<file path="src/rtl/ram_mutex_stack_n_pkg.sv">
// Shared types for the mutex-guarded frame stack memory:
// command codes, error codes, word headers and lock state.
package ram_mutex_pkg;

   typedef enum logic [1:0] {
      F_READ  = 2'b00,
      F_WRITE = 2'b01,
      F_POP   = 2'b10,
      F_PUSH  = 2'b11
   } func_e;

   typedef enum logic [2:0] {
      E_OK      = 3'd0,
      E_OVF     = 3'd1,
      E_UNF     = 3'd2,
      E_RANGE   = 3'd3,
      E_TIMEOUT = 3'd4
   } err_e;

   localparam logic [3:0] HDR_START = 4'hF;
   localparam logic [3:0] HDR_STOP  = 4'hF;
   localparam int         PRIO_W    = 4;

   typedef enum logic {
      UNLOCKED = 1'b0,
      LOCKED   = 1'b1
   } state_e;

endpackage

</file>
<file path="src/rtl/ram_mutex_stack_n_if.sv">
// Node-fabric side bundle of the frame stack memory:
// per-node op words in, owner/response/status out.
interface ram_mutex_stack_n_if #(
   parameter int NODES  = 4,
   parameter int DATA_W = 8,
   parameter int ADDR_W = 8
);
   logic [NODES*(DATA_W+8)-1:0] in_op;
   logic [NODES-1:0]            in_vld;
   logic [NODES-1:0]            out_grant;
   logic                        out_valid;
   logic [DATA_W-1:0]           out_data;
   logic [2:0]                  out_err;
   logic [ADDR_W:0]             out_sp;
   logic [ADDR_W:0]             out_fp;

   modport master (
      output in_op,
      output in_vld,
      input  out_grant,
      input  out_valid,
      input  out_data,
      input  out_err,
      input  out_sp,
      input  out_fp
   );

   modport slave (
      input  in_op,
      input  in_vld,
      output out_grant,
      output out_valid,
      output out_data,
      output out_err,
      output out_sp,
      output out_fp
   );
endinterface

</file>
<file path="src/rtl/ram_mutex_stack_n_arb.sv">
// Priority-then-round-robin arbiter: highest priority wins,
// ties resolved starting at the node after the last owner.
module prio_rr_arbiter #(
   parameter int NODES  = 4,
   parameter int PRIO_W = 4
) (
   input  logic [NODES-1:0]        req,
   input  logic [NODES*PRIO_W-1:0] prio,
   input  logic [((NODES > 1) ? $clog2(NODES) : 1)-1:0] last,
   output logic [NODES-1:0]        grant
);
   logic [PRIO_W-1:0] top;
   logic              hit;
   int                idx;

   always_comb begin
      top = '0;
      for (int i = 0; i < NODES; i++) begin
         if (req[i] && prio[i*PRIO_W +: PRIO_W] > top)
            top = prio[i*PRIO_W +: PRIO_W];
      end
   end

   // Scan from last+1 around the ring; first requester at top priority wins.
   always_comb begin
      grant = '0;
      hit   = 1'b0;
      idx   = 0;
      for (int k = 1; k <= NODES; k++) begin
         idx = int'(last) + k;
         if (idx >= NODES)
            idx = idx - NODES;
         if (!hit && req[idx] &&
             prio[idx*PRIO_W +: PRIO_W] == top) begin
            grant[idx] = 1'b1;
            hit        = 1'b1;
         end
      end
   end

endmodule

</file>
<file path="src/rtl/ram_mutex_stack_n.sv">
// N-node mutex-guarded frame stack memory with tagged
// read/write/push/pop commands and an owner idle timeout.
module ram_mutex_stack_n
   import ram_mutex_pkg::*;
#(
   parameter int         NODES   = 4,
   parameter int         DATA_W  = 8,
   parameter int         ADDR_W  = 8,
   parameter logic [3:0] TAG     = 4'b1100,
   parameter int         TIMEOUT = 256
) (
   input logic                CLK,
   input logic                RST_N,
   ram_mutex_stack_n_if.slave bus
);
   localparam int W     = DATA_W + 8;
   localparam int DEPTH = 1 << ADDR_W;
   localparam int AW1   = ADDR_W + 1;
   localparam int PTR_W = (NODES > 1) ? $clog2(NODES) : 1;
   localparam int TW    = (TIMEOUT > 1) ? $clog2(TIMEOUT) : 1;
   localparam int SW    = ((AW1 > DATA_W) ? AW1 : DATA_W) + 1;
   localparam logic [AW1-1:0] FULL = AW1'(DEPTH);

   if (DATA_W < ADDR_W) begin : g_bad_width
      $error("DATA_W must be >= ADDR_W");
   end
   if (NODES < 2 || NODES > 16) begin : g_bad_nodes
      $error("NODES must be in 2..16");
   end

   function automatic logic is_start(input logic [W-1:0] w);
      return w[W-1 -: 4] == HDR_START && w[W-5 -: 4] == TAG &&
             w[3:0] != 4'h0 && (w[DATA_W-1:0] >> 4) == '0;
   endfunction

   function automatic logic is_stop(input logic [W-1:0] w);
      return w[W-1 -: 4] == HDR_STOP && w[W-5 -: 4] == TAG &&
             w[DATA_W-1:0] == '1;
   endfunction

   function automatic logic is_cmd(input logic [W-1:0] w);
      return w[W-1 -: 2] != 2'b11 && w[W-5 -: 4] == TAG;
   endfunction

   state_e               state_q, state_d;
   logic [PTR_W-1:0]     own_q, own_d, last_q, last_d;
   logic [NODES-1:0]     grant_q, grant_d;
   logic [TW-1:0]        idle_q, idle_d;
   logic [AW1-1:0]       sp_q, sp_d, fp_q, fp_d;
   logic [AW1-1:0]       link_q, link_d, link_cur, q_link;
   logic                 lpend_q, lpend_d;
   logic                 vld_q, vld_d, rdv_q, rdv_d;
   err_e                 err_q, err_d;

   logic [NODES-1:0]        req, arb_grant;
   logic [NODES*PRIO_W-1:0] prio;
   logic [PTR_W-1:0]        arb_idx;

   logic [W-1:0]      own_word;
   logic              own_vld;
   logic [DATA_W-1:0] pay;
   func_e             func;
   logic [SW-1:0]     rd_sum;

   logic              we, re;
   logic [ADDR_W-1:0] addr;
   logic [DATA_W-1:0] wd, ram_q;
   logic [DATA_W-1:0] mem [DEPTH];

   always_comb begin
      req  = '0;
      prio = '0;
      for (int i = 0; i < NODES; i++) begin
         req[i] = bus.in_vld[i] && is_start(bus.in_op[i*W +: W]);
         prio[i*PRIO_W +: PRIO_W] = bus.in_op[i*W +: PRIO_W];
      end
   end

   prio_rr_arbiter #(
      .NODES  (NODES),
      .PRIO_W (PRIO_W)
   ) u_arb (
      .req   (req),
      .prio  (prio),
      .last  (last_q),
      .grant (arb_grant)
   );

   always_comb begin
      arb_idx = '0;
      for (int i = 0; i < NODES; i++) begin
         if (arb_grant[i])
            arb_idx = PTR_W'(i);
      end
   end

   assign own_word = bus.in_op[own_q*W +: W];
   assign own_vld  = bus.in_vld[own_q];
   assign pay      = own_word[DATA_W-1:0];
   assign func     = func_e'(own_word[W-3 -: 2]);
   assign rd_sum   = SW'(fp_q) + SW'(pay);

   // Link of the open frame: held in link_q, or arriving from RAM after a pop.
   assign q_link   = AW1'(ram_q);
   assign link_cur = lpend_q ? q_link : link_q;

   always_comb begin
      state_d = state_q;
      own_d   = own_q;
      last_d  = last_q;
      grant_d = grant_q;
      idle_d  = idle_q;
      sp_d    = sp_q;
      fp_d    = fp_q;
      link_d  = link_cur;
      lpend_d = 1'b0;
      vld_d   = 1'b0;
      rdv_d   = 1'b0;
      err_d   = E_OK;
      we      = 1'b0;
      re      = 1'b0;
      addr    = '0;
      wd      = '0;
      unique case (state_q)
         UNLOCKED: begin
            if (|arb_grant) begin
               state_d = LOCKED;
               own_d   = arb_idx;
               last_d  = arb_idx;
               grant_d = arb_grant;
               idle_d  = '0;
            end
         end
         LOCKED: begin
            if (own_vld) begin
               idle_d = '0;
               unique case (1'b1)
                  is_stop(own_word): begin
                     state_d = UNLOCKED;
                     grant_d = '0;
                     vld_d   = 1'b1;
                  end
                  is_start(own_word): vld_d = 1'b1;
                  is_cmd(own_word): begin
                     vld_d = 1'b1;
                     unique case (func)
                        F_READ: begin
                           if (rd_sum >= SW'(sp_q)) begin
                              err_d = E_RANGE;
                           end else begin
                              re    = 1'b1;
                              addr  = rd_sum[ADDR_W-1:0];
                              rdv_d = 1'b1;
                           end
                        end
                        F_WRITE: begin
                           if (sp_q == FULL) begin
                              err_d = E_OVF;
                           end else begin
                              we   = 1'b1;
                              addr = sp_q[ADDR_W-1:0];
                              wd   = pay;
                              sp_d = sp_q + AW1'(1);
                              if (sp_q == fp_q)
                                 link_d = AW1'(pay);
                           end
                        end
                        F_PUSH: begin
                           if (sp_q == FULL) begin
                              err_d = E_OVF;
                           end else begin
                              we     = 1'b1;
                              addr   = sp_q[ADDR_W-1:0];
                              wd     = DATA_W'(fp_q);
                              link_d = fp_q;
                              fp_d   = sp_q;
                              sp_d   = sp_q + AW1'(1);
                           end
                        end
                        F_POP: begin
                           if (fp_q == sp_q) begin
                              err_d = E_UNF;
                           end else begin
                              sp_d    = fp_q;
                              fp_d    = link_cur;
                              re      = 1'b1;
                              addr    = link_cur[ADDR_W-1:0];
                              lpend_d = 1'b1;
                           end
                        end
                        default: ;
                     endcase
                  end
                  default: ;
               endcase
            end else if (TIMEOUT != 0) begin
               if (idle_q == TW'(TIMEOUT - 1)) begin
                  state_d = UNLOCKED;
                  grant_d = '0;
                  idle_d  = '0;
                  vld_d   = 1'b1;
                  err_d   = E_TIMEOUT;
               end else begin
                  idle_d = idle_q + TW'(1);
               end
            end
         end
         default: ;
      endcase
   end

   always_ff @(posedge CLK or negedge RST_N) begin
      if (!RST_N) begin
         state_q <= UNLOCKED;
         own_q   <= '0;
         last_q  <= '0;
         grant_q <= '0;
         idle_q  <= '0;
         sp_q    <= '0;
         fp_q    <= '0;
         link_q  <= '0;
         lpend_q <= 1'b0;
         vld_q   <= 1'b0;
         rdv_q   <= 1'b0;
         err_q   <= E_OK;
      end else begin
         state_q <= state_d;
         own_q   <= own_d;
         last_q  <= last_d;
         grant_q <= grant_d;
         idle_q  <= idle_d;
         sp_q    <= sp_d;
         fp_q    <= fp_d;
         link_q  <= link_d;
         lpend_q <= lpend_d;
         vld_q   <= vld_d;
         rdv_q   <= rdv_d;
         err_q   <= err_d;
      end
   end

   // Single-port RAM; contents survive reset.
   always_ff @(posedge CLK) begin
      if (we)
         mem[addr] <= wd;
      else if (re)
         ram_q <= mem[addr];
   end

   assign bus.out_grant = grant_q;
   assign bus.out_valid = vld_q;
   assign bus.out_data  = rdv_q ? ram_q : '0;
   assign bus.out_err   = err_q;
   assign bus.out_sp    = sp_q;
   assign bus.out_fp    = fp_q;

endmodule

</file>
<file path="src/flat_wrapper.sv">
// flat-port wrapper written by rule: the top's interface ports become plain ports
module ram_mutex_stack_n_flat import ram_mutex_pkg::*;
#(
   parameter int         NODES   = 4,
   parameter int         DATA_W  = 8,
   parameter int         ADDR_W  = 8,
   parameter logic [3:0] TAG     = 4'b1100,
   parameter int         TIMEOUT = 256
)
  (CLK, RST_N, bus_in_op, bus_in_vld, bus_out_grant, bus_out_valid, bus_out_data, bus_out_err, bus_out_sp, bus_out_fp);
  ram_mutex_stack_n_if #(.NODES(NODES), .DATA_W(DATA_W), .ADDR_W(ADDR_W)) bus_i ();
  input logic CLK;
  input logic RST_N;
  input wire logic [$bits(bus_i.in_op)-1:0] bus_in_op;
  input wire logic [$bits(bus_i.in_vld)-1:0] bus_in_vld;
  output wire logic [$bits(bus_i.out_grant)-1:0] bus_out_grant;
  output wire logic [$bits(bus_i.out_valid)-1:0] bus_out_valid;
  output wire logic [$bits(bus_i.out_data)-1:0] bus_out_data;
  output wire logic [$bits(bus_i.out_err)-1:0] bus_out_err;
  output wire logic [$bits(bus_i.out_sp)-1:0] bus_out_sp;
  output wire logic [$bits(bus_i.out_fp)-1:0] bus_out_fp;
  assign bus_i.in_op = bus_in_op;
  assign bus_i.in_vld = bus_in_vld;
  assign bus_out_grant = bus_i.out_grant;
  assign bus_out_valid = bus_i.out_valid;
  assign bus_out_data = bus_i.out_data;
  assign bus_out_err = bus_i.out_err;
  assign bus_out_sp = bus_i.out_sp;
  assign bus_out_fp = bus_i.out_fp;
  ram_mutex_stack_n #(.NODES(NODES), .DATA_W(DATA_W), .ADDR_W(ADDR_W), .TAG(TAG), .TIMEOUT(TIMEOUT)) u_core (.CLK(CLK), .RST_N(RST_N), .bus(bus_i));
endmodule
</file>
<file path="config.mk">
export PLATFORM = sky130hd
export DESIGN_NAME = ram_mutex_stack_n_flat
export DESIGN_NICKNAME = d
export VERILOG_FILES = /design/src/rtl/ram_mutex_stack_n_pkg.sv /design/src/rtl/ram_mutex_stack_n_if.sv /design/src/rtl/ram_mutex_stack_n_arb.sv /design/src/rtl/ram_mutex_stack_n.sv /design/src/flat_wrapper.sv
export SDC_FILE = /design/constraint.sdc
export NUM_CORES = 2
export LEC_CHECK = 0
export CAP_MARGIN = 10
export CORE_ASPECT_RATIO = 1.25
export CORE_MARGIN = 10
export CORE_UTILIZATION = 50
export DETAILED_ROUTE_END_ITERATION = 6
export PLACE_DENSITY = 0.76
export SLEW_MARGIN = 15
export SYNTH_ARGS = -nofsm -noshare
export SYNTH_HDL_FRONTEND = slang
export SYNTH_HIERARCHICAL = 1
export SYNTH_SLANG_ARGS = --single-unit
</file>
<file path="constraint.sdc">
create_clock -name CLK -period 10.5 [get_ports CLK]
set_input_delay 2.1 -clock CLK [delete_from_list [all_inputs] [get_ports CLK]]
set_output_delay 2.1 -clock CLK [all_outputs]
set_load 0.02 [all_outputs]
</file>
==> flow_metrics.env <==
export IMPL_status="finished, violations left"
export IMPL_violations="design-rule violations"
export IMPL_cts_root_buf="clkbuf_16"
export IMPL_chipHeight_um=480
export IMPL_max_stage_delay_ns=0.56
export IMPL_drt_iter0_drc=9735
export IMPL_row_count=168
export IMPL_die_w_um=388
export IMPL_synth_seq_area_share=0.745
export IMPL_reg2reg_from="u_core/last_q[0]"
export IMPL_port_buffers=103
export IMPL_arrival_ns=10.58
export IMPL_post_drt_wl_per_cell_um=33.9
export IMPL_fin_nets=6032
export IMPL_critPathBufInv=3
export IMPL_num_io_pins=104
export IMPL_tightest_slew_ns=1.39
export IMPL_n_fill_cell=12200
export IMPL_dp_hpwl_um=180000
export IMPL_crit_start="bus_in_op[14]"
export IMPL_drive_gt1_frac=0.156
export IMPL_htreeDepth=4
export IMPL_min_from="u_core/bus.out_grant[0]"
export IMPL_yosysUniqueCellTypes=105
export IMPL_routed_top_layer="met5"
export IMPL_dp_slack_ns=0.0307
export IMPL_clock_fmax_mhz=102
export IMPL_path_delay_family="compound AO/OA/AOI/OAI gates"
export IMPL_fin_area_mm2=0.0969
export IMPL_p_leak_nw=35.3
export IMPL_synthArstFlopShare=0.0228
export IMPL_hp_class="flip-flop to flip-flop"
export IMPL_finalCritPeriodShare=0.937
export IMPL_clk_pin_slew_ns=0.06
export IMPL_hold_viol=0
export IMPL_met3_wirelength_um=39900
export IMPL_finClkSkew_ns=0.0607
export IMPL_area_growth_pct=14.7
export IMPL_grt_pass1_vias=55500
export IMPL_vias=57200
export IMPL_layout_setup_ws_ns=0.657
export IMPL_start_kind="primary input"
export IMPL_cts_tree="yes"
export IMPL_crit_required_ns=11.24
export IMPL_cts_setup_buffers=0
export IMPL_relSlewSlack=0.0733
export IMPL_synthesis_nets=5648
export IMPL_wl_um=281000
export IMPL_vdd_drop_max_uv=179
export IMPL_fin_tns_setup_ns=0
export IMPL_grt_use_total=0.293
export IMPL_hold_slack_ns=0.505
export IMPL_synth_area_top_cells="edfxtp_1 73%, nand2_1 2.8%, mux2i_1 2.3%"
export IMPL_synth_top_area_cell="edfxtp_1"
export IMPL_drt_pass1_iterations=7
export IMPL_wl_met2_um=126000
export IMPL_critPathKind="primary input to flip-flop"
export IMPL_grt_pass1_wl_um=397000
export IMPL_power_density_mw_per_mm2=166
export IMPL_final_core_util=0.577
export IMPL_cap_violations=0
export IMPL_antenna_found_initial=18
export IMPL_postSynthAreaPerCell_um2=15.3
export IMPL_wl_met1_um=87500
export IMPL_core_area_mm2=0.168
export IMPL_cts_buffers=184
export IMPL_synth_edff_count=2056
export IMPL_finalCriticalPeriod_ns=9.84
export IMPL_yosysTopAreaCellShare=0.731
export IMPL_post_synth_inst_count=5541
export IMPL_syn_cell_area_mm2=0.0845
export IMPL_synth_seq_cells=2104
export IMPL_setup_viol=0
export IMPL_drc_errors=30
export IMPL_initial_core_util=0.503
export IMPL_drv_slew=0
export IMPL_holdBufCountCts=0
export IMPL_cts_path_max_buffers=3
export IMPL_drtAntennaViolNets=0
export IMPL_dpl_cell_area_mm2=0.0910
export IMPL_dpl_cell_count=7948
export IMPL_ys_flop_type="edfxtp_1"
export IMPL_grt_overflow=0
export IMPL_instances_no_fill=8296
export IMPL_dieArea_mm2=0.186
export IMPL_rsz0062_at_grt="no"
export IMPL_clkSinkCount=2104
export IMPL_crit_path_end_kind="flip-flop"
export IMPL_yosysWarnings=6
export IMPL_cp_max_fo=10
export IMPL_globalplace_congestion=0.975
export IMPL_crit_slowest_cell="o221ai_2"
export IMPL_via_per_inst=6.90
export IMPL_total_power_mw=16.1
export IMPL_cts_resized=0
export IMPL_clock_latency_ns=0.86
export IMPL_grt_max_degree=208
-- logic make-up after synthesis --
group	after synthesis	synth area share
buffers and inverters	367	0.0183
and+or+nand+nor	1302	0.0662
DFF	2104	0.745
muxes	362	0.0493
AOI/OAI and AO/OA	1344	0.113
adders and majority gates	37	0.00557
xor gates and xnor gates	25	0.00259
-- report_power, final --
group | internal, mW | switching (mW)
Combinational | 0.106 | 0.207
Clock | 3.65 | 3.03
Sequential | 9.07 | 0.00168
-- routing by layer --
| layer | vias up | track usage |
|---|---|---|
| li1 | 22800 | - |
| met1 | 27900 | 0.336 |
| met2 | 5187 | 0.451 |
| met3 | 1364 | 0.0967 |
| met4 | 16 | 0.230 |
| met5 | - | 0.00384 |
-- cell type report --
| class | count | area [um^2] | area share |
|---|---|---|---|
| diodes | 8 | 20.0 | 0.000207 |
| clock buffers | 225 | 4820 | 0.0498 |
| clock inverters | 114 | 1070 | 0.0111 |
| inverters | 31 | 116 | 0.00120 |
| multi-input cells | 3070 | 20400 | 0.210 |
| flip-flops and latches | 2104 | 62900 | 0.650 |
| well taps | 2210 | 2770 | 0.0285 |
| repair buffers | 534 | 4800 | 0.0496 |
-- final timing paths --
check                                           to  slack (ns)  depth (start not counted)
min in group asynchronous     u_core/bus.out_fp[7]        1.26                          1
max                               u_core/idle_q[7]        0.66                         35
min                        u_core/bus.out_grant[0]        0.51                          1
max reg2reg                        u_core/ram_q[4]        1.38                         26
min reg2reg                u_core/bus.out_grant[0]        0.51                          1
max in group asynchronous         u_core/last_q[0]        8.75                          1
-- state kept, by name, summed over array words and instances, names as in the netlist, 3 cells and up --
name / flops
u_core/bus.out_err: 3
u_core/bus.out_fp: 9
u_core/bus.out_grant: 4
u_core/bus.out_sp: 9
u_core/idle_q: 8
u_core/link_q: 9
u_core/mem: 2048
u_core/ram_q: 8
-- cell usage in the layout (no fill, tap or decap), types with 15 or more instances in the layout --
master | netlist | routed
mux2i_1 | 195 | 195
nand3_1 | 71 | 71
a21o_1 | 15 | 15
o211ai_1 | 23 | 23
buf_4 | 4 | 389
nor3_1 | 44 | 38
o2bb2ai_1 | 45 | 45
clkbuf_1 | 169 | 38
nor2_1 | 375 | 353
xnor2_1 | 18 | 18
mux4_2 | 27 | 27
inv_1 | 31 | 31
clkinv_1 | 0 | 42
and3_1 | 26 | 26
clkinv_2 | 0 | 35
nand2_1 | 634 | 627
a211o_1 | 19 | 19
nor4_1 | 29 | 25
a22o_1 | 43 | 43
clkbuf_16 | 0 | 187
bufinv_16 | 0 | 15
a222oi_1 | 121 | 121
mux2_2 | 131 | 131
edfxtp_1 | 2056 | 2056
dfrtp_1 | 48 | 47
nand4_1 | 30 | 30
a211oi_1 | 56 | 56
a221o_1 | 15 | 15
a21oi_1 | 329 | 326
nor2_4 | 0 | 20
a31oi_1 | 33 | 33
o22ai_1 | 89 | 89
ha_1 | 36 | 36
o21ai_0 | 152 | 152
clkdlybuf4s50_1 | 0 | 102
and2_1 | 15 | 15
a22oi_1 | 137 | 136
a221oi_1 | 91 | 91
buf_12 | 0 | 43
a2111oi_0 | 34 | 32
-- Yosys cell counts, types with 18 or more instances --
cell type,n
nor4_1,29
a221oi_1,91
o2bb2ai_1,45
mux2_2,131
o22ai_1,89
dfrtp_1,48
mux4_2,27
a2111oi_0,34
a211o_1,19
ha_1,36
o211ai_1,23
clkbuf_1,169
a22oi_1,137
a211oi_1,56
nand4_1,30
and3_1,26
nand2_1,634
nor3_1,44
xnor2_1,18
a222oi_1,121
mux2i_1,195
a21oi_1,329
nand3_1,71
a22o_1,43
a31oi_1,33
nor2_1,375
buf_2,110
edfxtp_1,2056
buf_1,51
o21ai_0,152
inv_1,31
Power figures use the tool's default switching activity.
